--- src/rtl/hamming_serial_encoder.sv ---
`timescale 1ns/1ps
// Serial Hamming(7,4) encoder: buffers nibbles in a small FIFO, encodes each
// to a 7-bit codeword and shifts it out LSB-first framed by dataIncoming.
module hamming_serial_encoder #(
    parameter int FIFO_DEPTH = 2,
    parameter int GAP_CYCLES = 5
) (
    input  logic       clock,
    input  logic       resetN,
    input  logic       inValid,
    output logic       inReady,
    input  logic [3:0] inData,
    input  logic       injectErr,
    input  logic [2:0] injectPos,
    output logic       dataIncoming,
    output logic       dataIn,
    output logic       busy,
    output logic       frameErr
);

    localparam int AW = (FIFO_DEPTH > 1) ? $clog2(FIFO_DEPTH) : 1;
    localparam int CW = $clog2(FIFO_DEPTH + 1);
    localparam int GW = $clog2(GAP_CYCLES + 1);
    localparam logic [CW-1:0] COUNT_FULL = CW'(FIFO_DEPTH);
    localparam logic [GW-1:0] GAP_LAST   = GW'(GAP_CYCLES - 1);

    typedef enum logic [1:0] {
        ST_IDLE  = 2'd0,
        ST_SHIFT = 2'd1,
        ST_GAP   = 2'd2
    } state_t;

    function automatic logic [6:0] hamming_encode(input logic [3:0] d);
        logic p0;
        logic p1;
        logic p2;
        p0 = d[0] ^ d[1] ^ d[3];
        p1 = d[1] ^ d[2] ^ d[3];
        p2 = d[0] ^ d[2] ^ d[3];
        return {d, p2, p1, p0};
    endfunction

    // Position 7 is the "no corruption" code.
    function automatic logic [6:0] flip_mask(input logic inject, input logic [2:0] pos);
        logic [6:0] mask;
        if (inject && (pos != 3'd7)) begin
            mask = 7'b0000001 << pos;
        end else begin
            mask = 7'b0000000;
        end
        return mask;
    endfunction

    logic [7:0]    mem_r [FIFO_DEPTH];
    logic [AW-1:0] wr_ptr_r;
    logic [AW-1:0] rd_ptr_r;
    logic [CW-1:0] count_r;
    logic          full_s;
    logic          empty_s;
    logic          push_s;
    logic          pop_s;
    logic [7:0]    entry_s;
    logic [7:0]    head_s;

    state_t        state_r;
    state_t        state_s;
    logic [6:0]    shifter_r;
    logic [6:0]    shifter_s;
    logic [2:0]    bit_idx_r;
    logic [2:0]    bit_idx_s;
    logic [GW-1:0] gap_cnt_r;
    logic [GW-1:0] gap_cnt_s;
    logic          data_incoming_r;
    logic          data_incoming_s;
    logic          data_in_r;
    logic          data_in_s;
    logic          frame_err_r;
    logic          frame_err_s;

    assign full_s  = (count_r == COUNT_FULL);
    assign empty_s = (count_r == {CW{1'b0}});
    assign push_s  = inValid && !full_s;
    assign head_s  = mem_r[rd_ptr_r];
    assign entry_s = {injectErr && (injectPos != 3'd7),
                      hamming_encode(inData) ^ flip_mask(injectErr, injectPos)};

    // FIFO storage, pointers and occupancy.
    always_ff @(posedge clock or negedge resetN) begin
        if (!resetN) begin
            for (int i = 0; i < FIFO_DEPTH; i++) begin
                mem_r[i] <= 8'h00;
            end
            wr_ptr_r <= {AW{1'b0}};
            rd_ptr_r <= {AW{1'b0}};
            count_r  <= {CW{1'b0}};
        end else begin
            if (push_s) begin
                mem_r[wr_ptr_r] <= entry_s;
                wr_ptr_r        <= wr_ptr_r + AW'(1);
            end
            if (pop_s) begin
                rd_ptr_r <= rd_ptr_r + AW'(1);
            end
            case ({push_s, pop_s})
                2'b10:   count_r <= count_r + CW'(1);
                2'b01:   count_r <= count_r - CW'(1);
                default: count_r <= count_r;
            endcase
        end
    end

    // Frame sequencing: next state, shifter, counters and next output values.
    always_comb begin
        state_s         = state_r;
        shifter_s       = shifter_r;
        bit_idx_s       = bit_idx_r;
        gap_cnt_s       = gap_cnt_r;
        data_incoming_s = 1'b0;
        data_in_s       = 1'b0;
        frame_err_s     = frame_err_r;
        pop_s           = 1'b0;
        case (state_r)
            ST_IDLE: begin
                frame_err_s = 1'b0;
                if (!empty_s) begin
                    pop_s       = 1'b1;
                    shifter_s   = head_s[6:0];
                    frame_err_s = head_s[7];
                    bit_idx_s   = 3'd0;
                    state_s     = ST_SHIFT;
                end else begin
                    state_s = ST_IDLE;
                end
            end
            ST_SHIFT: begin
                data_incoming_s = 1'b1;
                data_in_s       = shifter_r[bit_idx_r];
                if (bit_idx_r == 3'd6) begin
                    bit_idx_s = 3'd0;
                    gap_cnt_s = {GW{1'b0}};
                    state_s   = ST_GAP;
                end else begin
                    bit_idx_s = bit_idx_r + 3'd1;
                end
            end
            ST_GAP: begin
                if (gap_cnt_r == GAP_LAST) begin
                    gap_cnt_s   = {GW{1'b0}};
                    frame_err_s = 1'b0;
                    state_s     = ST_IDLE;
                end else begin
                    gap_cnt_s = gap_cnt_r + GW'(1);
                end
            end
            default: begin
                frame_err_s = 1'b0;
                state_s     = ST_IDLE;
            end
        endcase
    end

    // State and registered serial outputs.
    always_ff @(posedge clock or negedge resetN) begin
        if (!resetN) begin
            state_r         <= ST_IDLE;
            shifter_r       <= 7'd0;
            bit_idx_r       <= 3'd0;
            gap_cnt_r       <= {GW{1'b0}};
            data_incoming_r <= 1'b0;
            data_in_r       <= 1'b0;
            frame_err_r     <= 1'b0;
        end else begin
            state_r         <= state_s;
            shifter_r       <= shifter_s;
            bit_idx_r       <= bit_idx_s;
            gap_cnt_r       <= gap_cnt_s;
            data_incoming_r <= data_incoming_s;
            data_in_r       <= data_in_s;
            frame_err_r     <= frame_err_s;
        end
    end

    assign inReady      = !full_s;
    assign busy         = (state_r != ST_IDLE) || !empty_s;
    assign dataIncoming = data_incoming_r;
    assign dataIn       = data_in_r;
    assign frameErr     = frame_err_r;

endmodule

--- config.mk ---
export PLATFORM = sky130hd
export DESIGN_NAME = hamming_serial_encoder
export DESIGN_NICKNAME = d
export VERILOG_FILES = /design/src/rtl/hamming_serial_encoder.sv
export SDC_FILE = /design/constraint.sdc
export NUM_CORES = 1
export LEC_CHECK = 0
export CAP_MARGIN = 20
export CORE_MARGIN = 5
export CORE_UTILIZATION = 45
export DETAILED_ROUTE_END_ITERATION = 10
export SLEW_MARGIN = 25
export SYNTH_ARGS = -nofsm -noshare
export SYNTH_HDL_FRONTEND = slang
export SYNTH_SLANG_ARGS = --single-unit
--- constraint.sdc ---
create_clock -name clock -period 1.6 [get_ports clock]
set_input_delay 0.4 -clock clock [delete_from_list [all_inputs] [get_ports clock]]
set_output_delay 0.4 -clock clock [all_outputs]
set_load 0.01 [all_outputs]
# Yosys cells after proc, flatten, opt, wreduce, memory -nomap -nowiden
# Index checks and enable logic that the tools add are counted.
[classes] addsub=6 magnitude_cmp=4 eq_ne=11 shifts=1 muxes=27 bitwise=11 n_reduce_logical=17
[op_table] operator="2-to-1 mux 8 bit" count=4
[op_table] operator="bitwise mux 16 bit" count=1
[op_table] operator="2-to-1 mux 3 bit" count=4
[op_table] operator="case mux 3 bit (2 select lines)" count=2
[op_table] operator="AND reduction 2 bit" count=5
[op_table] operator="demux 8 bit (select 1 bit)" count=1
[op_table] operator="2-to-1 mux 1 bit" count=8
[op_table] operator="nonzero test 2 bit" count=4
[op_table] operator="2-to-1 mux 7 bit" count=1
[op_table] operator="<< shifter 1 x 3 -> 7 bit (first input constant)" count=1
[op_table] operator="XOR 7 bit" count=1
[op_table] operator="adder 3 x 1 -> 3 bit (second input constant)" count=2
[op_table] operator="== test 2 bit (second input constant)" count=3
[op_table] operator="== test 3 bit (second input constant)" count=2
[op_table] operator="!= test 2 bit (second input constant)" count=3
[op_table] operator="case mux 2 bit (3 select lines)" count=1
[op_table] operator="XOR 1 bit" count=6
[op_table] operator="== test 2 x 1 -> 1 bit (second input constant)" count=2
[op_table] operator=">= comparator 2 bit (second input constant)" count=2
[op_table] operator="zero test 2 bit" count=2
[op_table] operator="less-than comparator 3 x 4 -> 1 bit (second input constant)" count=1
[op_table] operator="2-to-1 mux 2 bit" count=2
[op_table] operator="NOT 1 -> 2 bit" count=2
[op_table] operator="case mux 2 bit (2 select lines)" count=1
[op_table] operator="11 further kinds" count=16
[word_totals] ff_bits=38 out_inout_bits=5

# Depth between registers and ports, before layout
[logic_depth] depth_word=6 depth_mapped=7 ltp_nobuf=7

# Worst setup path after synthesis
# Ideal clock, no wire load.
[synth_timing] path_type="register to register" startpoint="register count_r[1]" endpoint="register count_r[1]" setup_ns=0.079 arrival_time_ns=1.345 setup_slack_ns=0.175 stages_incl_launch_ff=6 n_path_buf=0 synth_period_minus_slack_ns=1.425 cell_sequence="dfrtp_1 -> o21ai_2 -> inv_2 -> ha_1 -> nor2_1 -> xor2_1"
[synth_between] elab_chain_len=5
[synth_rtl] item="from (decl)" line="57" text="logic [CW-1:0] count_r;"
[synth_rtl] item="from (signal assigned)" line="95" text="count_r <= {CW{1'b0}};"
[synth_rtl] item="from (signal assigned)" line="105" text="2'b10: count_r <= count_r + CW'(1);"
[synth_rtl] item="from (signal assigned)" line="106" text="2'b01: count_r <= count_r - CW'(1);"
[synth_rtl] item="zero test 2 bit *" line="81" text="assign empty_s = (count_r == {CW{1'b0}});"
[synth_rtl] item="2-to-1 mux 1 bit *" line="125" text="if (!empty_s) begin"
[synth_rtl] item="2-to-1 mux 1 bit *" line="122" text="case (state_r)"
[synth_rtl] item="via pop_s" line="61" text="logic pop_s;"
[synth_rtl] item="== test 2 x 1 -> 1 bit / == test 2 bit (equally long branches)" line="104" text="case ({push_s, pop_s})"
[synth_rtl] item="case mux 2 bit (2 select lines) / nonzero test 2 bit (equally long branches)"
# The timed path passes the listed nets; every way through them passes the cells marked *.
# A chain may end at the register's enable or synchronous reset.

# Worst setup path in the final report
[layout_timing] startpoint="input injectPos[0]" endpoint="register mem_r[2] (netlist name)"
[layout_between] elab_chain_len=5
[layout_rtl] item="from (decl)" line="14" text="input logic [2:0] injectPos,"
[layout_rtl] item="!= test 3 bit" line="46" text="if (inject && (pos != 3'd7)) begin"
[layout_rtl] item="logical AND 1 bit" line="46"
[layout_rtl] item="2-to-1 mux 7 bit *" line="46"
[layout_rtl] item="XOR 7 bit *" line="85" text="hamming_encode(inData) ^ flip_mask(injectErr, injectPos)};"
[layout_rtl] item="bitwise mux 16 bit *" line="98" text="mem_r[wr_ptr_r] <= entry_s;"
[layout_rtl] item="to (signal, indexed assignment)" line="98"
[layout_rtl] item="to (decl)" line="54" text="logic [7:0] mem_r [FIFO_DEPTH];"
# Every way passes the cells marked *; elsewhere a longest branch is shown, timed or not.

==> flow_metrics.env <==
export IMPL_startpoint_type="primary input"
export IMPL_dp_hpwl_um=2604
export IMPL_drive_gt1_share_pct=38.25
export IMPL_finalHoldViolations=0
export IMPL_arrival_ns=1.73
export IMPL_max_freq_mhz=643.8
export IMPL_fin_crit_ns=1.553
export IMPL_ctsHoldBuffers=0
export IMPL_rows=24
export IMPL_cts_tree="built"
export IMPL_cp_required_ns=1.77
export IMPL_final_common_cell="dfrtp_1"
export IMPL_ant_nets=0
export IMPL_grt_ovfl_total=0
export IMPL_drc=0
export IMPL_io_buffers=15
export IMPL_layout_common_cells="dfrtp_1 (37), mux2_2 (30), buf_4 (16)"
export IMPL_min_period_over_period_pct=97.09
export IMPL_crit_path_max_fanout=8
export IMPL_syn_avg_cell_area_um2=13.51
export IMPL_grt_pass1_wl_um=6147
export IMPL_reg2reg_to="count_r[1]"
export IMPL_placed_cell_area_um2=2295
export IMPL_synth_warnings=0
export IMPL_fin_area_um2=2451
export IMPL_dr_pass1_iters=4
export IMPL_path_class="primary input to flop"
export IMPL_via_count=1223
export IMPL_hold_class="primary input to async pin"
export IMPL_finalSetupViolations=0
export IMPL_grt_start_max_net_pins=21
export IMPL_die_y_um=76.20
export IMPL_worst_slew_pin_slew_ns=0.4814
export IMPL_die_area_um2=5806
export IMPL_worst_r2r_cell_count=6
export IMPL_r2r_slack_ns=0.13
export IMPL_fin_skew_ns=0.002580
export IMPL_wire_per_inst_um=14.80
export IMPL_cts_buffers=5
export IMPL_synth_distinct_cells=40
export IMPL_slew_violations=0
export IMPL_cap_violations=0
export IMPL_cts_sinks=38
export IMPL_synth_cells=146
export IMPL_ys_seq_elements=38
export IMPL_io_pins=16
export IMPL_relSlewSlack_pct=67.91
export IMPL_h_tree_depth=2
export IMPL_end_kind="flop"
export IMPL_root_buffer="clkbuf_8"
export IMPL_syn_to_final_growth_pct=24.30
export IMPL_grt_use_total_pct=13.10
export IMPL_power_density_nw_per_um2=1870
export IMPL_antenna_found_initial=0
export IMPL_final_net_count=196
export IMPL_clockBufferDepth=2
export IMPL_seq_area_frac_synth_pct=48.22
export IMPL_peakVddDrop_mv=0.6093
export IMPL_outcome="finished clean"
export IMPL_diodes=0
export IMPL_drt_initial_drc_count=18
export IMPL_fp_dieW_um=76.20
export IMPL_gp_congestion=0.7515
export IMPL_viasPerCell=5.204
export IMPL_r2r_start="count_r[1]"
export IMPL_clk_pin_slew_worst_paths_ns=0.07
export IMPL_syn_nets=160
export IMPL_totalWireLength_um=3479
export IMPL_fin_util_pct=57.08
export IMPL_leakage_nw=1.124
export IMPL_grt_pass1_vias=1309
export IMPL_clock_latency_ns=0.28
export IMPL_p_total_mw=4.583
export IMPL_coreArea_um2=4294
export IMPL_syn_area_um2=1972
export IMPL_initial_utilization_pct=45.92
synthesized netlist by cell type:
| library cell | count | area (um2) |
|---|---|---|
| a311oi_1 | 1 | 8.760 |
| mux2i_1 | 3 | 30.03 |
| dfrtp_1 | 38 | 950.9 |
| a31oi_1 | 1 | 6.260 |
| nand4b_1 | 3 | 26.28 |
| o22ai_1 | 3 | 18.77 |
| nand3_4 | 1 | 17.52 |
| ha_1 | 3 | 37.54 |
| xnor2_1 | 10 | 87.58 |
| inv_1 | 7 | 26.28 |
| nor2_1 | 4 | 15.01 |
| o21ai_2 | 1 | 8.760 |
| nor2b_1 | 1 | 6.260 |
| o21ai_0 | 1 | 5.000 |
| mux2_1 | 2 | 22.52 |
| and3b_1 | 1 | 8.760 |
| nand2_1 | 4 | 15.01 |
| inv_2 | 1 | 3.750 |
| and4bb_2 | 1 | 12.51 |
| a21o_1 | 1 | 7.510 |
| xnor3_1 | 2 | 45.04 |
| mux4_2 | 1 | 22.52 |
| a211oi_1 | 3 | 22.52 |
| nand3b_4 | 1 | 20.02 |
| mux2_2 | 30 | 337.8 |
| nand2b_4 | 1 | 13.76 |
| buf_4 | 2 | 15.01 |
| nor3b_1 | 1 | 7.510 |
| and4bb_1 | 2 | 25.02 |
| o2bb2ai_1 | 1 | 8.760 |
| a31o_2 | 1 | 8.760 |
| nand2b_1 | 3 | 18.77 |
| a21oi_1 | 3 | 15.01 |
| clkbuf_2 | 1 | 5.000 |
| xnor3_2 | 1 | 23.77 |
| xor2_1 | 2 | 17.52 |
| nor4b_4 | 1 | 23.77 |
| nand2b_2 | 1 | 8.760 |
| nor4b_1 | 1 | 8.760 |
| a22o_1 | 1 | 8.760 |
flip-flops by register name (all words and copies together) (netlist names):
name,count
wr_ptr_r,1
gap_cnt_r,3
count_r,2
dataIn,1
mem_r,16
rd_ptr_r,1
frameErr,1
state_r,2
shifter_r,7
bit_idx_r,3
dataIncoming,1
timing repair:
item,in CTS,in global routing
pin swaps,0,1
setup endpoints to repair,3,7
buffers inserted,1,0
gates resized for setup,8,4
per-layer routing:
metal | global-route usage, % | part of all wire [%] | up-vias
li1 | - | - | 602
met1 | 16.42 | 45 | 589
met2 | 21.32 | 50 | 25
met3 | 2.482 | 3.4 | 7
met4 | 6.818 | 1.9 | 0
met5 | 0 | 0 | -
cells by family after synthesis:
| logic type | count (synthesis) | synth area share (%) |
|---|---|---|
| xor gates and xnor gates | 15 | 8.819 |
| muxes | 36 | 20.94 |
| DFF | 38 | 48.22 |
| buffers and inverters | 11 | 2.538 |
| adders and majority gates | 3 | 1.904 |
| and+or+nand+nor | 26 | 11.55 |
| AOI/OAI and AO/OA | 17 | 6.028 |
stage by stage:
step	std cells	hold slack, ns	setup TNS (ns)	worst slack, ns
2_1_floorplan	146	0.1044	0	0.1754
3_3_place_gp	226	0.3706	-2.962	-0.2829
3_5_place_dp	226	0.3886	-3.502	-0.3121
4_1_cts	235	0.07424	0	0.009705
5_1_grt	235	0.08530	-0.0005355	-0.0005355
6_report	235	0.06719	0	0.04660
worst max-delay path by stage:
stage	start	end	cells after the start
CTS	inData[1]	mem_r[9]	4
global route	injectPos[0]	mem_r[10]	4
global placement	inData[1]	mem_r[1]	4
finish	injectPos[0]	mem_r[2]	4
floorplan	count_r[1]	count_r[1]	5
detailed placement	inData[0]	mem_r[0]	4
layout make-up:
class / instances / area (um2)
fill: 356 / 1843
tap: 52 / 65.06
multi-input combinational: 97 / 973.4
clock buffer: 6 / 82.58
timing repair buffer: 32 / 287.8
sequential: 38 / 952.2
inverter: 8 / 30.03
clock inverter: 2 / 60.06
where the power goes:
group,internal [mW],switching (mW)
sequential,1.43,0.336
combinational,1.12,0.704
clock,0.665,0.330
total,3.21,1.37
worst max-delay path, stage by stage:
cell and delay, ns:
clkdlybuf4s50_1 0.63, and4bb_2 0.30, xnor2_1 0.14, mux2_2 0.26
No activity file was read; power rests on OpenSTA's default activity.
